<file path="config.mk">
export PLATFORM = sky130hd
export DESIGN_NAME = plot_receiver_flat
export DESIGN_NICKNAME = d
export VERILOG_FILES = /design/src/rtl/plot_receiver_pkg.sv /design/src/rtl/plot_receiver_if.sv /design/src/rtl/plot_receiver_pixel_fifo.sv /design/src/rtl/plot_receiver.sv /design/src/flat_wrapper.sv
export SDC_FILE = /design/constraint.sdc
export NUM_CORES = 1
export LEC_CHECK = 0
export BUFFER_PORTS_ARGS = -buffer_cell sky130_fd_sc_hd__buf_2
export CORE_MARGIN = 4
export CORE_UTILIZATION = 60
export DETAILED_ROUTE_END_ITERATION = 16
export PLACE_DENSITY = 0.83
export SKIP_CTS_REPAIR_TIMING = 1
export SLEW_MARGIN = 0
export SYNTH_ARGS = -nofsm -noshare
export SYNTH_HDL_FRONTEND = slang
export SYNTH_SLANG_ARGS = --single-unit
</file>
<file path="constraint.sdc">
create_clock -name clock -period 4.1 [get_ports clock]
set_input_delay 0.205 -clock clock [delete_from_list [all_inputs] [get_ports clock]]
set_output_delay 0.205 -clock clock [all_outputs]
set_load 0.02 [all_outputs]
</file>
<file path="src/rtl/plot_receiver_pkg.sv">
// Shared screen geometry and pixel helpers used by drawers, scanout and the plot receiver.
package screen_pkg;

  localparam int unsigned SCREEN_W  = 320;
  localparam int unsigned SCREEN_H  = 240;
  localparam int unsigned FB_ADDR_W = 17;
  localparam int unsigned COLOR_W   = 3;
  localparam int unsigned X_W       = 9;
  localparam int unsigned Y_W       = 8;

  // One buffered framebuffer write.
  typedef struct packed {
    logic [FB_ADDR_W-1:0] addr;
    logic [COLOR_W-1:0]   color;
  } pixel_t;

  // Linear address y*320 + x, built from shifts so no multiplier is inferred.
  function automatic logic [FB_ADDR_W-1:0] pixel_addr(input logic [X_W-1:0] x,
                                                      input logic [Y_W-1:0] y);
    logic [FB_ADDR_W-1:0] y_ext;
    y_ext = FB_ADDR_W'(y);
    return (y_ext << 8) + (y_ext << 6) + FB_ADDR_W'(x);
  endfunction

endpackage

</file>
<file path="src/rtl/plot_receiver_if.sv">
// Drawer-side plot strobe, framebuffer write port and status flags of the plot receiver.
interface plot_receiver_if #(
  parameter int unsigned CNT_W = 8
);
  import screen_pkg::*;

  logic                 plot;
  logic [X_W-1:0]       xCoord;
  logic [Y_W-1:0]       yCoord;
  logic [COLOR_W-1:0]   color;
  logic                 fb_ready;
  logic                 fb_we;
  logic [FB_ADDR_W-1:0] fb_addr;
  logic [COLOR_W-1:0]   fb_data;
  logic                 idle;
  logic                 overflow;
  logic [CNT_W-1:0]     clipped_count;
  logic                 clear_flags;

  // Drawer / game-state / memory side.
  modport master (
    output plot, xCoord, yCoord, color, fb_ready, clear_flags,
    input  fb_we, fb_addr, fb_data, idle, overflow, clipped_count
  );

  // Plot receiver side.
  modport slave (
    input  plot, xCoord, yCoord, color, fb_ready, clear_flags,
    output fb_we, fb_addr, fb_data, idle, overflow, clipped_count
  );

endinterface

</file>
<file path="src/rtl/plot_receiver_pixel_fifo.sv">
// First-word fall-through synchronous FIFO for pending framebuffer writes.
module pixel_fifo #(
  parameter int unsigned DEPTH = 8,
  parameter int unsigned WIDTH = 20
) (
  input  logic                     clock,
  input  logic                     reset,
  input  logic                     push,
  input  logic                     pop,
  input  logic [WIDTH-1:0]         wdata,
  output logic [WIDTH-1:0]         rdata,
  output logic                     empty,
  output logic                     full,
  output logic [$clog2(DEPTH):0]   count
);

  localparam int unsigned PTR_W = $clog2(DEPTH);

  logic [WIDTH-1:0] r_mem [DEPTH];
  logic [PTR_W-1:0] r_wr_ptr;
  logic [PTR_W-1:0] r_rd_ptr;
  logic [PTR_W:0]   r_count;
  logic             w_push;
  logic             w_pop;

  // A push into a full FIFO is legal only when a pop frees the slot in the same cycle.
  assign w_pop  = pop && !empty;
  assign w_push = push && (!full || pop);

  assign empty = (r_count == '0);
  assign full  = (r_count == (PTR_W + 1)'(DEPTH));
  assign count = r_count;
  assign rdata = r_mem[r_rd_ptr];

  // Storage array; contents are don't-care until written.
  always_ff @(posedge clock) begin
    if (w_push) begin
      r_mem[r_wr_ptr] <= wdata;
    end
  end

  // Pointers and occupancy.
  always_ff @(posedge clock or posedge reset) begin
    if (reset) begin
      r_wr_ptr <= '0;
      r_rd_ptr <= '0;
      r_count  <= '0;
    end else begin
      if (w_push) r_wr_ptr <= r_wr_ptr + PTR_W'(1);
      if (w_pop)  r_rd_ptr <= r_rd_ptr + PTR_W'(1);
      if (w_push && !w_pop) begin
        r_count <= r_count + (PTR_W + 1)'(1);
      end else if (w_pop && !w_push) begin
        r_count <= r_count - (PTR_W + 1)'(1);
      end
    end
  end

endmodule

</file>
<file path="src/rtl/plot_receiver.sv">
// Clips drawer pixels to the screen, converts them to linear addresses and queues them
// for a stallable framebuffer write port.
module plot_receiver
  import screen_pkg::*;
#(
  parameter int unsigned DEPTH = 8,
  parameter int unsigned CNT_W = 8
) (
  input logic             clock,
  input logic             reset,
  plot_receiver_if.slave  bus
);

  localparam int unsigned FIFO_W = FB_ADDR_W + COLOR_W;

  logic                   w_in_range;
  logic                   w_clip;
  logic                   w_push;
  logic                   w_pop;
  logic                   w_drop;
  logic                   w_empty;
  logic                   w_full;
  logic [$clog2(DEPTH):0] w_count;
  pixel_t                 w_wr_pix;
  pixel_t                 w_rd_pix;
  logic                   r_overflow;
  logic [CNT_W-1:0]       r_clipped_count;

  assign w_in_range = (bus.xCoord < X_W'(SCREEN_W)) && (bus.yCoord < Y_W'(SCREEN_H));
  assign w_clip     = bus.plot && !w_in_range;
  assign w_pop      = !w_empty && bus.fb_ready;
  assign w_push     = bus.plot && w_in_range && (!w_full || w_pop);
  assign w_drop     = bus.plot && w_in_range && w_full && !w_pop;

  assign w_wr_pix.addr  = pixel_addr(bus.xCoord, bus.yCoord);
  assign w_wr_pix.color = bus.color;

  pixel_fifo #(
    .DEPTH (DEPTH),
    .WIDTH (FIFO_W)
  ) u_fifo (
    .clock (clock),
    .reset (reset),
    .push  (w_push),
    .pop   (w_pop),
    .wdata (w_wr_pix),
    .rdata (w_rd_pix),
    .empty (w_empty),
    .full  (w_full),
    .count (w_count)
  );

  // Write port follows the FIFO head; masked to zero while empty so uninitialised storage
  // never reaches the memory bus.
  always_comb begin
    bus.fb_we   = !w_empty;
    bus.fb_addr = w_empty ? '0 : w_rd_pix.addr;
    bus.fb_data = w_empty ? '0 : w_rd_pix.color;
    bus.idle    = w_empty;
  end

  // Sticky overflow and saturating clip counter; clear has priority over new events.
  always_ff @(posedge clock or posedge reset) begin
    if (reset) begin
      r_overflow      <= 1'b0;
      r_clipped_count <= '0;
    end else if (bus.clear_flags) begin
      r_overflow      <= 1'b0;
      r_clipped_count <= '0;
    end else begin
      if (w_drop) r_overflow <= 1'b1;
      if (w_clip && (r_clipped_count != {CNT_W{1'b1}})) begin
        r_clipped_count <= r_clipped_count + CNT_W'(1);
      end
    end
  end

  assign bus.overflow      = r_overflow;
  assign bus.clipped_count = r_clipped_count;

endmodule

</file>
<file path="src/flat_wrapper.sv">
// flat-port wrapper written by rule: the top's interface ports become plain ports
module plot_receiver_flat import screen_pkg::*;
#(
  parameter int unsigned DEPTH = 8,
  parameter int unsigned CNT_W = 8
)
  (clock, reset, bus_plot, bus_xCoord, bus_yCoord, bus_color, bus_fb_ready, bus_clear_flags, bus_fb_we, bus_fb_addr, bus_fb_data, bus_idle, bus_overflow, bus_clipped_count);
  plot_receiver_if #(.CNT_W(CNT_W)) bus_i ();
  input logic clock;
  input logic reset;
  input wire logic [$bits(bus_i.plot)-1:0] bus_plot;
  input wire logic [$bits(bus_i.xCoord)-1:0] bus_xCoord;
  input wire logic [$bits(bus_i.yCoord)-1:0] bus_yCoord;
  input wire logic [$bits(bus_i.color)-1:0] bus_color;
  input wire logic [$bits(bus_i.fb_ready)-1:0] bus_fb_ready;
  input wire logic [$bits(bus_i.clear_flags)-1:0] bus_clear_flags;
  output wire logic [$bits(bus_i.fb_we)-1:0] bus_fb_we;
  output wire logic [$bits(bus_i.fb_addr)-1:0] bus_fb_addr;
  output wire logic [$bits(bus_i.fb_data)-1:0] bus_fb_data;
  output wire logic [$bits(bus_i.idle)-1:0] bus_idle;
  output wire logic [$bits(bus_i.overflow)-1:0] bus_overflow;
  output wire logic [$bits(bus_i.clipped_count)-1:0] bus_clipped_count;
  assign bus_i.plot = bus_plot;
  assign bus_i.xCoord = bus_xCoord;
  assign bus_i.yCoord = bus_yCoord;
  assign bus_i.color = bus_color;
  assign bus_i.fb_ready = bus_fb_ready;
  assign bus_i.clear_flags = bus_clear_flags;
  assign bus_fb_we = bus_i.fb_we;
  assign bus_fb_addr = bus_i.fb_addr;
  assign bus_fb_data = bus_i.fb_data;
  assign bus_idle = bus_i.idle;
  assign bus_overflow = bus_i.overflow;
  assign bus_clipped_count = bus_i.clipped_count;
  plot_receiver #(.DEPTH(DEPTH), .CNT_W(CNT_W)) u_core (.clock(clock), .reset(reset), .bus(bus_i));
endmodule
</file>
==> results of run 1 <==
cell families (layout without fill, tap and decap cells):
| kind of cell | Yosys count | in the layout |
|---|---|---|
| muxes | 63 | 63 |
| adders and majority gates | 24 | 24 |
| and+or+nand+nor | 82 | 82 |
| buffers and inverters | 28 | 110 |
| AOI/OAI and AO/OA | 18 | 18 |
| xor gates and xnor gates | 22 | 22 |
| DFF | 179 | 179 |
path summary, 6_finish.rpt:
check,startpoint,end,depth (start not counted)
min in group asynchronous,reset,u_core.u_fifo.count[2],3
worst min-delay path,bus_color[2],u_core.u_fifo.r_mem[2][2],1
worst max-delay path,u_core.u_fifo.r_rd_ptr[1],bus_fb_addr[13],5
worst max register to register,u_core.u_fifo.count[0],u_core.u_fifo.count[3],11
worst min register to register,u_core.u_fifo.count[3],u_core.u_fifo.count[3],1
max in group asynchronous,reset,u_core.u_fifo.r_rd_ptr[0],3
report_power, final:
part	internal (mW)	total, mW	leakage [nW]	switching [mW]
sequential	2.25	2.47	1.69	0.219
clock	1.01	1.63	0.295	0.626
combinational	0.818	1.80	1.21	0.981
total	4.08	5.90	3.19	1.83
state kept, by name, indices dropped and copies added (netlist names):
name / cells
u_core.u_fifo.count: 4
u_core.bus.overflow: 1
u_core.bus.clipped_count: 8
u_core.u_fifo.r_wr_ptr: 3
u_core.u_fifo.r_mem: 160
u_core.u_fifo.r_rd_ptr: 3
per-stage QoR:
step / instances / power, mW / area (um2) / utilization [%]
2_1_floorplan: 416 / 3.84 / 7620 / -
3_3_place_gp: 633 / 4.25 / 8090 / 66.2
3_5_place_dp: 633 / 4.31 / 8090 / 66.2
4_1_cts: 665 / 5.96 / 8690 / 71.1
5_1_grt: 666 / 6.20 / 8700 / 71.2
6_report: 666 / 5.90 / 8700 / 71.2
critical path: stages (launching register included):
cell     delay [ns]
dfrtp_1        0.97
buf_4          0.46
mux4_2         0.36
mux2i_1        0.17
nor2_1         0.09
buf_2          0.21
routing by layer:
metal / part of all wire, % / vias to the layer above
li1: - / 1762
met3: 6.3 / 14
met5: 0 / -
met2: 52 / 141
met4: 1.3 / 0
met1: 41 / 1970
synthesized netlist by cell type (3+ instances only):
library cell,n
dfrtp_1,19
nand2b_1,4
xor2_1,10
a21o_1,3
ha_1,21
xnor2_1,12
fa_1,3
a21oi_1,3
and3_1,3
nand3_1,10
buf_2,7
edfxtp_1,160
inv_1,11
nor2_1,41
nor2b_1,3
nor3_1,3
mux2i_1,20
mux4_2,40
nand2_1,11
layout make-up:
| type | instances | area [um2] |
|---|---|---|
| fillers | 758 | 3520 |
| clock inverters | 13 | 165 |
| flip-flops and latches | 179 | 5280 |
| well taps | 168 | 210 |
| repair buffers | 67 | 380 |
| inverters | 11 | 41.3 |
| multi-input cells | 209 | 2180 |
| clock buffers | 19 | 433 |
==> impl_results.md, run 1 <==
- Status: finished clean
- Clk sinks: 179
- Root buffer cell: clkbuf_16
- Chip Width: between 100 and 150 um
- Largest family of logic cells by synthesized area: multiplexers
- Worst vdd ir: 0.260 mV
- Die area: 14600 um2
- Hold WS: 0.0501 ns
- Slew of the pin with the lowest slew margin: 0.964 ns
- PwrDens: between 600 and 700 nW/um2
- Max Cap Viol: 0
- Post-Syn Area: 7620 um2
- Clock skew: a little over 0.006 ns
- DR WL/cell: 21.2 um
- Final worst-path cycle share: 71.1%
- Iter 0 DRT Violations: 369
- Post-synthesis adder-cell area fraction: 4.24%
- Commonest non-fill, non-tap cell in the layout: edfxtp_1
- Critical path peak fanout: 22
- Top post-synthesis cells by area: edfxtp_1, mux4_2, dfrtp_1, ha_1, mux2i_1
- EDFF count, synth: 160
- GRT overflow: 0
- Distinct cells, synth: 43
- #FFs+latches synth: 179
- Total CTS buffers: 17
- XOR/XNOR Fraction of Synth Area: 2.53%
- Worst endpoint required time: 3.89 ns
- Clock Latency Late Sink: between 0.4 and 0.5 ns
- Tmin final: between 2 and 3 ns
- DR vias: 3887
- Placer Congestion: 0.737
- Dpl hpwl: 8160 um
- Drt pass-1 iters: 5
- Avg Cell Area, Syn: 18.3 um2
- Fin. Hold Viols: 0
- Initial antenna violation count: 0
- DRC violations left: 0
- Achievable Freq: 343 MHz
- Share of cells above drive strength 1: 29.7%
- Met2 Usage GRT: 34.4%
- Final setup TNS: 0 ns
- Setup WS pre-CTS: around 1.5 ns
- Slew Viols, Final: 0
- Worst relative slew slack: 35.8%
- Most used routing layer: met2
- Ys async rst share: between 10% and 20%
- Post-Synth Simple-Gate Area: 5.03%
- # H-tree levels: 4
- Critical path type: reg -> out
- Final setup violation count: 0
- P_leak: 3.19 nW
- Worst Hold Class: in -> reg
- Unrepaired setup endpoints after global routing: no
- Worst setup SP type: flip-flop
- Register area share after synthesis: 69.3%
- Syn_nets: between 400 and 500
- Predominant post-synthesis flop cell: edfxtp_1
- Final nets: 534
- Port-buffer cells: 55
- Clock Tree Buf Depth: 2
- WL final: 14200 um
- Setup WS post-layout: between 1 and 1.5 ns
- Syn Inst Count: approximately 420
- Yosys top cell by area: edfxtp_1
- Post-route ant nets: 0
- Starting Density: 62.4%
- Share of the synthesized area in the top cell type: 63.1%
- Synth Area in Compound Gates: 1.66%
- CTS tree: yes
- WP data arrival: 2.71 ns
- Crit path capture type: primary output
- Flop-to-flop setup slack: 1.58 ns
- Die height: 121 um
- Num rows: 40
- # diodes: 0
- IO Pins: 56
- Area Growth Syn to Fin: 14.2%
- Post-synthesis mux area share: 14.9%
- Global-route met1 utilization: 27.2%
- Vias/cell: slightly below 6
- Global Route met3 Usage: 5.19%
- Vias in the first global route: just over 4000
- First-pass GRT wire length: 22200 um
- Commonest cells after routing, fill and taps aside: edfxtp_1, buf_2, mux4_2
- Synth Warn #: 0
- Clock input transition at the sequential cells of the worst setup and hold paths: approximately 0.060 ns
- Largest net degree at the start of global routing: 23
- Global Route Usage Sum: 20.9%
- Placeable Area: 12200 um2
Note: power is estimated with default switching activity, not from simulation.
==> inputs of run 2 (changes only) <==
--- a/config.mk
+++ b/config.mk
@@ -7,9 +7,9 @@
 export LEC_CHECK = 0
 export BUFFER_PORTS_ARGS = -buffer_cell sky130_fd_sc_hd__buf_2
 export CORE_MARGIN = 4
-export CORE_UTILIZATION = 60
+export CORE_UTILIZATION = 54
 export DETAILED_ROUTE_END_ITERATION = 16
-export PLACE_DENSITY = 0.83
+export PLACE_DENSITY = 0.8
 export SKIP_CTS_REPAIR_TIMING = 1
 export SLEW_MARGIN = 0
 export SYNTH_ARGS = -nofsm -noshare
==> constraint.sdc (replaced) <==
create_clock -name clock -period 2.6 [get_ports clock]
set_input_delay 0.13 -clock clock [delete_from_list [all_inputs] [get_ports clock]]
set_output_delay 0.13 -clock clock [all_outputs]
set_load 0.02 [all_outputs]
==> run 2 against run 1 <==
Compared with the run above:
- the run now ends with negative hold slack left
- cell count is 3.9% higher
- power rose by 51%
- flip-flop and latch count did not move
- combinational power grew 70%
- largest cell class unchanged
- die area rose by 10%
- sequential power grew 50%
==> impl_results.md, run 2 (synthesis gave the netlist of run 1 again) <==
- GRT overflow: 0 (unchanged)
- Worst setup SP type: flip-flop (unchanged)
- Global Route Usage Sum: 18.5% (was 20.9%)
- Cell internal pwr: 6.08 mW (was 4.08 mW)
- Slew of the pin with the lowest slew margin: 0.730 ns (was 0.964 ns)
- Slew Viols, Final: 0 (unchanged)
- Achievable Freq: 416 MHz
- Vias/cell: 5.70 (was 5.84)
- IO Pins: 56 (unchanged)
- Clock input transition at the sequential cells of the worst setup and hold paths: 0.06 ns (about the same)
- Starting Density: 55.1% (was 62.4%)
- Area Growth Syn to Fin: 15.1% (was 14.2%)
- HP Start: bus_xCoord[3] (was bus_color[2])
- Placeable Area: 13800 um2 (was 12200 um2)
- Fin. Hold Viols: 7 (was 0)
- Clock skew: 0.00594 ns (was 0.00618 ns)
- Max FFs per register: 160 (unchanged)
- Fillers: 968 (was 758)
- Largest net degree at the start of global routing: 43 (was 23)
- Tmin final: 2.40 ns
- Status: complete, but fails checks (was finished clean)
- DRC violations left: 0 (unchanged)
- Commonest cells after routing, fill and taps aside: edfxtp_1, buf_2, mux4_2 (unchanged)
- Finished Core Util: 63.4% (was 71.2%)
- Drt pass-1 iters: 5 (unchanged)
- Sw frac: 31.7% (was 30.9%)
- Crit path capture type: flip-flop (was primary output)
- Multi-input logic area: 2190 um2 (was 2180 um2)
- Iter 0 DRT Violations: 313 (was 369)
- Final setup violation count: 0 (unchanged)
- Post-route ant nets: 0 (unchanged)
- Commonest non-fill, non-tap cell in the layout: edfxtp_1 (unchanged)
- Final nets: 552 (was 534)
- Worst r2r src: u_core.u_fifo.count[0] (unchanged)
- Most flop-heavy register: u_core.u_fifo.r_mem (unchanged)
- Placer Congestion: 0.773 (was 0.737)
- Num rows: 43 (was 40)
- # diodes: 0 (unchanged)
- CTS tree: yes (unchanged)
- Total CTS buffers: 17 (unchanged)
- Worst endpoint required time: 2.90 ns (was 3.89 ns)
- Clock Latency Late Sink: 0.42 ns (about the same)
- Worst relative slew slack: 51.3% (was 35.8%)
- Clk pwr share: 23.9% (was 27.7%)
- Root buffer cell: clkbuf_16 (unchanged)
- Hold WS: -0.00139 ns (was 0.0501 ns)
- Clock Tree Buf Depth: 2 (unchanged)
- Gate power share: 34.4% (was 30.5%)
- WL final: 13800 um (was 14200 um)
- DR WL/cell: 20.0 um (was 21.2 um)
- First-pass GRT wire length: 22200 um (about the same)
- Share of cells above drive strength 1: 29.7% (about the same)
- Sw power: 2.82 mW (was 1.83 mW)
- DR vias: 3945 (was 3887)
- Chip Width: 127 um (was 121 um)
- Worst Hold Class: in -> reg (unchanged)
- Critical Path Start: u_core.u_fifo.count[0] (was u_core.u_fifo.r_rd_ptr[1])
- Worst vdd ir: 0.557 mV (was 0.260 mV)
- Die area: 16100 um2 (was 14600 um2)
- Critical path type: reg -> reg (was reg -> out)
- Max Cap Viol: 0 (unchanged)
- Vias in the first global route: 4121 (was 4044)
- Clk sinks: 179 (unchanged)
- WP data arrival: 2.70 ns (was 2.71 ns)
- Final worst-path cycle share: 92.5%
- Failing checks: negative hold slack
- # H-tree levels: 4 (unchanged)
- Setup WS pre-CTS: 0.0333 ns (was 1.46 ns)
- P_leak: 3.21 nW (was 3.19 nW)
- Critical path peak fanout: 4 (was 22)
- Setup WS post-layout: 0.195 ns (was 1.18 ns)
- Reg area: 5280 um2 (about the same)
- Sequential fraction of design power: 41.7% (was 41.8%)
- Initial antenna violation count: 0 (unchanged)
- Dpl hpwl: 8670 um (was 8160 um)
- PwrDens: 1010 nW/um2 (was 679 nW/um2)
- Port-buffer cells: 55 (unchanged)
- Die height: 127 um (was 121 um)
run 2: changes by cell type in the layout (fill, tap and decap cells not counted):
cell | previous run | this run
nor3_2 | 3 | 2
dfrtp_1 | 18 | 17
buf_12 | 1 | 2
dlygate4sd3_1 | 1 | 10
clkinvlp_4 | 1 | 3
bufinv_16 | 4 | 0
clkbuf_1 | 2 | 4
buf_4 | 10 | 18
clkinv_2 | 6 | 2
nor3_4 | 0 | 1
dfrtp_2 | 1 | 2
run 2: worst paths after layout:
path	slack, ns	cells past startpoint	to
min	-0.001	1	u_core.u_fifo.r_mem[4][6]
max	0.20	11	u_core.u_fifo.count[3]
min reg2reg	0.49	1	u_core.u_fifo.count[3]
max reg2reg	0.20	11	u_core.u_fifo.count[3]
max in group asynchronous	1.71	3	u_core.u_fifo.r_rd_ptr[0]
min in group asynchronous	0.38	3	u_core.bus.clipped_count[6]
run 2: critical path, stage by stage (launching register included):
cell and delay (ns):
dfrtp_2 0.45, nor3_4 0.20, nand3b_1 0.14, nor2b_1 0.18, ha_1 0.23, inv_1 0.12
ha_1 0.25, a21o_1 0.18, a21oi_1 0.17, xnor2_1 0.15, nor2_1 0.07, xor2_1 0.14
run 2: area by class of cell:
cell class                 instances  area share (%)
tap                              180            2.57
sequential                       179            60.2
timing repair buffer              85            6.28
clock buffer                      21            5.02
inverter                          11           0.471
multi-input combinational        209            25.0
clock inverter                     7           0.456
run 2: per-layer routing:
layer | up-vias | routed length (um) | global-route usage, % | part of all wire (%)
li1 | 1789 | - | - | -
met1 | 2027 | 5730 | 24.1 | 41
met2 | 113 | 7280 | 31.4 | 53
met3 | 16 | 656 | 4.25 | 4.7
met4 | 0 | 166 | 5.49 | 1.2
met5 | - | 0 | 0 | 0
run 2: power by group through the flow:
stage	combinational, mW	clock, mW	sequential, mW
floorplan	2.35	0	3.72
global placement	3.04	0	3.73
detailed placement	3.11	0	3.75
global route	3.34	2.30	3.73
finish	3.06	2.13	3.71
CTS	3.12	2.17	3.70
run 2: through the flow:
step	cells	setup TNS [ns]	total power [mW]	cell area, um2
floorplan	416	0	6.06	7630
global placement	654	0	6.77	8180
detailed placement	654	0	6.86	8180
CTS	682	0	8.98	8660
global route	692	-0.00805	9.38	8770
finish	692	0	8.89	8770
